[src/rtl/mem_bus_sequencer_pkg.sv]
// Shared definitions for the memory bus sequencer: state encoding,
// bus owner codes and the wait-state counter width.
package mem_bus_sequencer_pkg;

  // Width of the wait-state counter; RAM_WAIT_STATES must fit in it (0..7).
  localparam int WAIT_CNT_WIDTH = 3;

  // Sequencer states. FETCH is the idle/default state in which the PC owns the bus.
  typedef enum logic [2:0] {
    FETCH     = 3'd0,
    RD        = 3'd1,
    WR_SETUP  = 3'd2,
    WR_STROBE = 3'd3,
    WR_HOLD   = 3'd4
  } seq_state_t;

  // Which requester owns the current (or most recent) access.
  localparam logic OWNER_DATA = 1'b0;
  localparam logic OWNER_DBG  = 1'b1;

  // Convert the wait-state parameter to a counter load value.
  function automatic logic [WAIT_CNT_WIDTH-1:0] wait_load_value(input int unsigned n);
    return WAIT_CNT_WIDTH'(n);
  endfunction

endpackage

[src/rtl/mem_bus_sequencer_wait_counter.sv]
// Loadable down-counter that times read and write-strobe phases.
// Holds at zero; the zero flag tells the sequencer the phase is ending.
module wait_counter
  import mem_bus_sequencer_pkg::*;
(
  input  logic                      clk,
  input  logic                      rst_n,
  input  logic                      load,
  input  logic [WAIT_CNT_WIDTH-1:0] load_value,
  input  logic                      dec,
  output logic                      zero
);

  logic [WAIT_CNT_WIDTH-1:0] count_q;

  // Load has priority over decrement; decrement stops at zero.
  always_ff @(posedge clk or negedge rst_n) begin
    if (!rst_n) begin
      count_q <= '0;
    end else if (load) begin
      count_q <= load_value;
    end else if (dec && (count_q != '0)) begin
      count_q <= count_q - 1'b1;
    end
  end

  assign zero = (count_q == '0);

endmodule

[src/rtl/mem_bus_sequencer.sv]
// Memory bus sequencer: hands the address bus and OE/WE strobes between the
// program counter (fetch), the stage-2 transfer register and the debug port.
//
// Request handshake: a requester raises *_REQ (with *_WRITE valid alongside)
// and holds both until it sees its *_DONE high; it drops the request on the
// clock edge that ends the DONE cycle. Requests are only looked at on the
// edge that ends a FETCH cycle, so changes during an access are ignored.
module mem_bus_sequencer
  import mem_bus_sequencer_pkg::*;
#(
  parameter int unsigned RAM_WAIT_STATES = 1
) (
  input  logic CLK,
  input  logic RST_bar,
  input  logic DATA_REQ,
  input  logic DATA_WRITE,
  input  logic DBG_REQ,
  input  logic DBG_WRITE,
  output logic PC_ASSERT_bar,
  output logic TX_ASSERT_ADDR_bar,
  output logic DBG_ASSERT_bar,
  output logic MEM_OE_bar,
  output logic MEM_WE_bar,
  output logic STALL,
  output logic DATA_DONE,
  output logic DBG_DONE,
  output logic DBG_GNT
);

  seq_state_t state_q, state_d;
  logic       owner_q, owner_d;
  logic       fair_q, fair_d;
  logic       cnt_load, cnt_dec, cnt_zero;
  logic       sel_dbg;
  logic       busy;
  logic       done;

  wait_counter u_wait_counter (
    .clk        (CLK),
    .rst_n      (RST_bar),
    .load       (cnt_load),
    .load_value (wait_load_value(RAM_WAIT_STATES)),
    .dec        (cnt_dec),
    .zero       (cnt_zero)
  );

  // State, owner and fairness registers; reset returns the bus to the PC.
  always_ff @(posedge CLK or negedge RST_bar) begin
    if (!RST_bar) begin
      state_q <= FETCH;
      owner_q <= OWNER_DATA;
      fair_q  <= 1'b0;
    end else begin
      state_q <= state_d;
      owner_q <= owner_d;
      fair_q  <= fair_d;
    end
  end

  // Next-state, arbitration and fairness update.
  always_comb begin
    state_d  = state_q;
    owner_d  = owner_q;
    fair_d   = fair_q;
    cnt_load = 1'b0;
    cnt_dec  = 1'b0;
    sel_dbg  = 1'b0;
    done     = 1'b0;
    case (state_q)
      FETCH: begin
        if (DATA_REQ || DBG_REQ) begin
          // Debug wins alone, or on contention when it lost the last round.
          sel_dbg  = DBG_REQ && (!DATA_REQ || fair_q);
          owner_d  = sel_dbg ? OWNER_DBG : OWNER_DATA;
          state_d  = (sel_dbg ? DBG_WRITE : DATA_WRITE) ? WR_SETUP : RD;
          cnt_load = 1'b1;
        end
      end
      RD: begin
        if (cnt_zero) begin
          done    = 1'b1;
          state_d = FETCH;
        end else begin
          cnt_dec = 1'b1;
        end
      end
      WR_SETUP: begin
        // Address settles with both strobes high; counter holds its load value.
        state_d = WR_STROBE;
      end
      WR_STROBE: begin
        if (cnt_zero) begin
          state_d = WR_HOLD;
        end else begin
          cnt_dec = 1'b1;
        end
      end
      WR_HOLD: begin
        done    = 1'b1;
        state_d = FETCH;
      end
      default: begin
        state_d = FETCH;
      end
    endcase

    // A data access finishing while debug waits gives debug the next turn.
    if (done) begin
      if (owner_q == OWNER_DATA) begin
        if (DBG_REQ) begin
          fair_d = 1'b1;
        end
      end else begin
        fair_d = 1'b0;
      end
    end
  end

  // Moore output decode from the registered state, owner and counter.
  always_comb begin
    busy               = (state_q != FETCH);
    PC_ASSERT_bar      = busy;
    TX_ASSERT_ADDR_bar = !(busy && (owner_q == OWNER_DATA));
    DBG_ASSERT_bar     = !(busy && (owner_q == OWNER_DBG));
    MEM_OE_bar         = (state_q == WR_SETUP) || (state_q == WR_STROBE) ||
                         (state_q == WR_HOLD);
    MEM_WE_bar         = (state_q != WR_STROBE);
    STALL              = busy;
    DATA_DONE          = ((state_q == WR_HOLD) || ((state_q == RD) && cnt_zero)) &&
                         (owner_q == OWNER_DATA);
    DBG_DONE           = ((state_q == WR_HOLD) || ((state_q == RD) && cnt_zero)) &&
                         (owner_q == OWNER_DBG);
    DBG_GNT            = busy && (owner_q == OWNER_DBG);
  end

endmodule
[config.mk]
export PLATFORM = sky130hd
export DESIGN_NAME = mem_bus_sequencer
export DESIGN_NICKNAME = d
export VERILOG_FILES = /design/src/rtl/mem_bus_sequencer_pkg.sv /design/src/rtl/mem_bus_sequencer_wait_counter.sv /design/src/rtl/mem_bus_sequencer.sv
export SDC_FILE = /design/constraint.sdc
export NUM_CORES = 1
export LEC_CHECK = 0
export ABC_CLOCK_PERIOD_IN_PS = 4000
export BUFFER_PORTS_ARGS = -buffer_cell sky130_fd_sc_hd__clkbuf_2
export CAP_MARGIN = 20
export CORE_MARGIN = 2
export CORE_UTILIZATION = 26
export DETAILED_ROUTE_END_ITERATION = 10
export REMOVE_ABC_BUFFERS = 1
export SLEW_MARGIN = 20
export SYNTH_ARGS = -nofsm -noshare
export SYNTH_HDL_FRONTEND = slang
export SYNTH_HIERARCHICAL = 1
export SYNTH_SLANG_ARGS = --single-unit
[constraint.sdc]
create_clock -name CLK -period 4 [get_ports CLK]
set_input_delay 0.2 -clock CLK [delete_from_list [all_inputs] [get_ports CLK]]
set_output_delay 0.2 -clock CLK [all_outputs]
set_load 0.05 [all_outputs]
---- Word-level counts from Yosys, hierarchy flattened ----
Cells that the tools add are included.
storage, ports and cells
  bits in registers ....................... 8
  memory bits (writable) .................. 0
  logic and storage cells ................. 56
  bits in latches ......................... 0
  memory bits (read-only) ................. 0
  memories ................................ 0
  output and inout port bits .............. 9
cells by class
  add/sub/neg operators ................... 1
  shift operators ......................... 0
  div/mod/pow operators ................... 0
  bitwise logic cells ..................... 1
  equality and inequality tests ........... 8
  $mul .................................... 0
  reductions and logical operators ........ 25
  $lt $le $gt $ge ......................... 0
  muxes and demuxes ....................... 17
operator list
  cell                                               number
  2-to-1 mux 3 bit                                   5
  case mux 3 bit (4 select lines)                    1
  2-to-1 mux 1 bit                                   9
  logical AND 1 bit                                  7
  == test 3 x 2 -> 1 bit (second input constant)     2
  logical NOT 3 bit                                  2
  != test 2 bit (second input constant)              3
  nonzero test 3 bit                                 2
  logical OR 1 bit                                   5
  AND reduction 2 bit                                2
  nonzero test 2 bit                                 2
  == test 3 x 1 -> 1 bit (second input constant)     1
  == test 3 bit (second input constant)              1
  logical NOT 1 bit                                  3
  != test 3 x 2 -> 1 bit (second input constant)     1
  AND reduction 3 bit                                1
  subtractor 3 x 1 -> 3 bit (second input constant)  1
  2-to-1 mux 2 bit                                   1
  case mux 1 bit (2 select lines)                    1
  OR reduction 2 bit                                 1
  NOT 1 bit                                          1

---- Logic depth before layout (Yosys ltp) ----
  word-level depth ........................ 7
  gate-level depth with buffers ........... 6
  gate-level depth less buffers ........... 6

---- Hierarchy ----
The synthesis kept the hierarchy.
modules (own cells, without submodules)
  module             area each (µm²)  instances  cells each
  mem_bus_sequencer  337.8            1          42
  wait_counter       190.2            1          19

---- Worst setup path before layout ----
No wires, ideal clock.
  path kind ............................... register to output
  from .................................... reg state_q[1]
  to ...................................... out DBG_GNT
  path buffers ............................ 1
  arrival time ............................ 1.860 ns
  cell stages (with the launch flop) ...... 6
  setup slack ............................. 1.940 ns
  cell sequence ........................... dfrtp_1 -> clkbuf_2 -> nor3_1 -> inv_1 -> nand2_1 -> inv_1
on the way
  word-level cells in the longest chain between the ends .. 2
ends and longest elaborated chain
  what                      RTL line                  source
  start: declaration        mem_bus_sequencer.sv:30   seq_state_t state_q, state_d;
  start signal: assignment  mem_bus_sequencer.sv:54   state_q <= state_d;
  nonzero test 3 bit        mem_bus_sequencer.sv:121  busy = (state_q != FETCH);
  named net PC_ASSERT_bar   mem_bus_sequencer.sv:19   output logic PC_ASSERT_bar,
  logical AND 1 bit         mem_bus_sequencer.sv:133  DBG_GNT = busy && (owner_q == OWNER_DBG);
  end: declaration          mem_bus_sequencer.sv:27   output logic DBG_GNT
The timed path passes the listed nets, and every way through them passes these cells.

---- Worst setup path in the final report ----
  from .................................... reg u_wait_counter.count_q[0]
  to ...................................... out DATA_DONE
on the way
  word-level cells in the longest chain between the ends .. 4
ends and longest elaborated chain
  what                      RTL line                              source
  start: declaration        mem_bus_sequencer_wait_counter.sv:14  logic [WAIT_CNT_WIDTH-1:0] count_q;
  start signal: assignment  mem_bus_sequencer_wait_counter.sv:21  count_q <= load_value;
  start signal: assignment  mem_bus_sequencer_wait_counter.sv:23  count_q <= count_q - 1'b1;
  logical NOT 3 bit         mem_bus_sequencer_wait_counter.sv:27  assign zero = (count_q == '0);
  named net cnt_zero        mem_bus_sequencer.sv:33               logic cnt_load, cnt_dec, cnt_zero;
  logical AND 1 bit         mem_bus_sequencer.sv:129              DATA_DONE = ((state_q == WR_HOLD) || ((state_q == RD) && cnt_zero)) &&
  logical OR 1 bit          mem_bus_sequencer.sv:129
  logical AND 1 bit         mem_bus_sequencer.sv:129
  end: declaration          mem_bus_sequencer.sv:25               output logic DATA_DONE,
The timed path passes the listed nets, and every way through them passes these cells.

==> impl_metrics.tcl <==
set metrics [dict create \
    cts.path.max_buffers 2 \
    setup_buffers_after_cts 0 \
    grtUsageTotal_pct 11.4 \
    final_worst_setup_slack_ps 1960 \
    cts_inserted_buffers 3 \
    die_h_um 49.1 \
    synth_enable_flop_cells 0 \
    tns_ps 0 \
    timing.critical_path.required_ps 3800 \
    clk_latency_ps 250 \
    synth_flop_cell "dfrtp_1" \
    ctsResizeCount 0 \
    fp.dieW_um 49.1 \
    cp-end-kind "output pin" \
    outcome "finished clean" \
    synth_area_um2 528 \
    ant_nets 0 \
    preCtsSetupSlack_ps 2220 \
    grt_setup_unrepaired "no" \
    timing_max_transition_violations_final 0 \
    synthArstFlopShare_pct 100 \
    buffers_added_on_ports 14 \
    timing.hold.worst.class "primary input to flip-flop" \
    detail_route.wl_per_cell_um 10.3 \
    core-area_um2 1940 \
    finalNetCount 88 \
    layout.cells.non_filler 105 \
    worst-setup-path-type "flip-flop to output pin" \
    detailed_route_drc_error_count 0 \
    yosys_warnings 6 \
    grt_first_pass_wirelength_um 2060 \
    detailroute.via_count 475 \
    gp_congestion 0.710 \
    worst_ep_arrival_time_ps 1840 \
    dieArea_um2 2410 \
    synth_seq_cells 8 \
    post_synth_inst_count 61 \
    vias_per_cell 4.52 \
    post-dp-hpwl_um 848 \
    clock_tree.root_cell "clkbuf_4" \
    antenna-diode-count 0 \
    achievable-frequency_mhz 490 \
    timing_hold_violations_final 0 \
    synth_seq_area_share_pct 37.9 \
    grt_start_max_net_pins 10 \
    core.rowCount 16 \
    fin_skew_ps 3.39 \
    final-setup-viol-count 0 \
    worstPathMaxFanout 9 \
    syn_to_final_growth_pct 24.2 \
    synth_largest_type_area_fraction_pct 37.9 \
    number_of_antenna_violations_at_the_first_check_in_global_routing 0 \
    synth_area_leaders "dfrtp_1 38%, or4b_1 5.7%, inv_1 5.7%" \
    max_cap_violations 0 \
    synthDistinctLibCells 26 \
    placed_cells 101 \
    synthTopCellsByCount "8 x dfrtp_1, 8 x inv_1, 7 x nand2_1" \
    detailedRoute.firstIterationViolations 13 \
    cts.sink_count 8 \
    first_global_vias 493 \
    cts_hold_buf 1 \
    min_period_over_period_pct 51.0 \
    boundaryPins 15 \
    initial_core_util_pct 27.2 \
    globalRouteOverflowTotal 0 \
    critPathLaunchType "flip-flop" \
    final_design_area_no_fill_um2 656 \
    clock_tree.htree_level_count 1 \
    finalCriticalPeriod_ps 2040 \
    yosys.area.top_type "dfrtp_1" \
    cts_tree "done" \
    post_synth.cell_area_avg_um2 8.66 \
    postPlaceCellArea_um2 623 \
    clkSlewWorstSetupHoldPaths_ps 60 \
    drtPass1Iterations 2 \
    drive_above_1_share_pct 24.4 \
    drt_wl_total_um 1090 \
]
state kept, by name (all words and copies together) (netlist names):
register                flops
fair_q                      1
owner_q                     1
state_q                     3
u_wait_counter/count_q      3
worst max-delay path, stage by stage, from the launching register on:
cell	delay (ps)
dfrtp_1	390
inv_1	70
ha_1	150
ha_1	290
and4bb_1	250
nor2_1	70
nor2_1	90
clkbuf_2	280
placed cells by master (no fill, tap or decap):
cell and n:
clkbuf_4 3, o211ai_1 1, and2b_1 1, conb_1 3
o21a_1 1, nand2_1 7, nor3_1 1, ha_1 2
a21oi_1 2, and3_2 1, inv_1 8, nor2b_1 2
a32oi_1 1, and4bb_1 1, nor2_1 6, dlygate4sd3_1 1
o311ai_1 2, o22a_1 1, or4b_1 3, mux2_2 1
dfrtp_1 8, a221oi_1 2, nor3b_1 1, a21boi_1 1
nand2b_1 3, clkbuf_2 14, a31oi_1 1
kinds of logic (layout without fill, tap and decap cells):
logic type / count (synthesis) / in the layout / synth area share [%]
fa+ha+maj: 2 / 2 / 4.74
flops: 8 / 8 / 37.9
other cells: 2 / 3 / 1.42
simple gates: 26 / 26 / 28.4
buf+inv: 10 / 26 / 8.06
compound gates: 12 / 12 / 17.3
mux: 1 / 1 / 2.13
metal layers:
metal  up-vias  share of wire, %  track usage, %
met4         0               1.8            8.57
met1       213                51            14.9
li1        247                 -               -
met5         -                 0               0
met2        13                42            16.0
met3         2               4.3            3.07
cell type report:
| type | count | area (um^2) |
|---|---|---|
| Sequential cell | 8 | 200 |
| Multi-Input combinational cell | 44 | 289 |
| Fill cell | 237 | 1290 |
| Timing Repair Buffer | 15 | 80.1 |
| Tap cell | 27 | 33.8 |
| Inverter | 8 | 30.0 |
| Clock buffer | 3 | 22.5 |
through the flow:
step,hold WS (ps),util [%]
5_1_grt,208,33.8
2_1_floorplan,-95.6,-
3_5_place_dp,65.7,32.1
4_1_cts,212,33.8
3_3_place_gp,60.6,32.1
6_report,212,33.8
final timing paths:
| check | start | end | slack (ps) | cells after the start |
|---|---|---|---|---|
| hold / removal | DATA_WRITE | state_q[1]$_DFFE_PN0P_ | 210 | 3 |
| max in group asynchronous | RST_bar | owner_q$_DFFE_PN0P_ | 3480 | 2 |
| setup / recovery | u_wait_counter/count_q[0]$_DFFE_PN0P_ | DATA_DONE | 1960 | 7 |
| min in group asynchronous | RST_bar | fair_q$_DFFE_PN0P_ | 340 | 2 |
| setup reg to reg | state_q[1]$_DFFE_PN0P_ | u_wait_counter/count_q[1]$_DFFE_PN0P_ | 2220 | 5 |
| hold reg to reg | fair_q$_DFFE_PN0P_ | fair_q$_DFFE_PN0P_ | 520 | 1 |
Power is not shown: default switching activity piles up to over one toggle a cycle in this logic, so the estimate is an artifact.
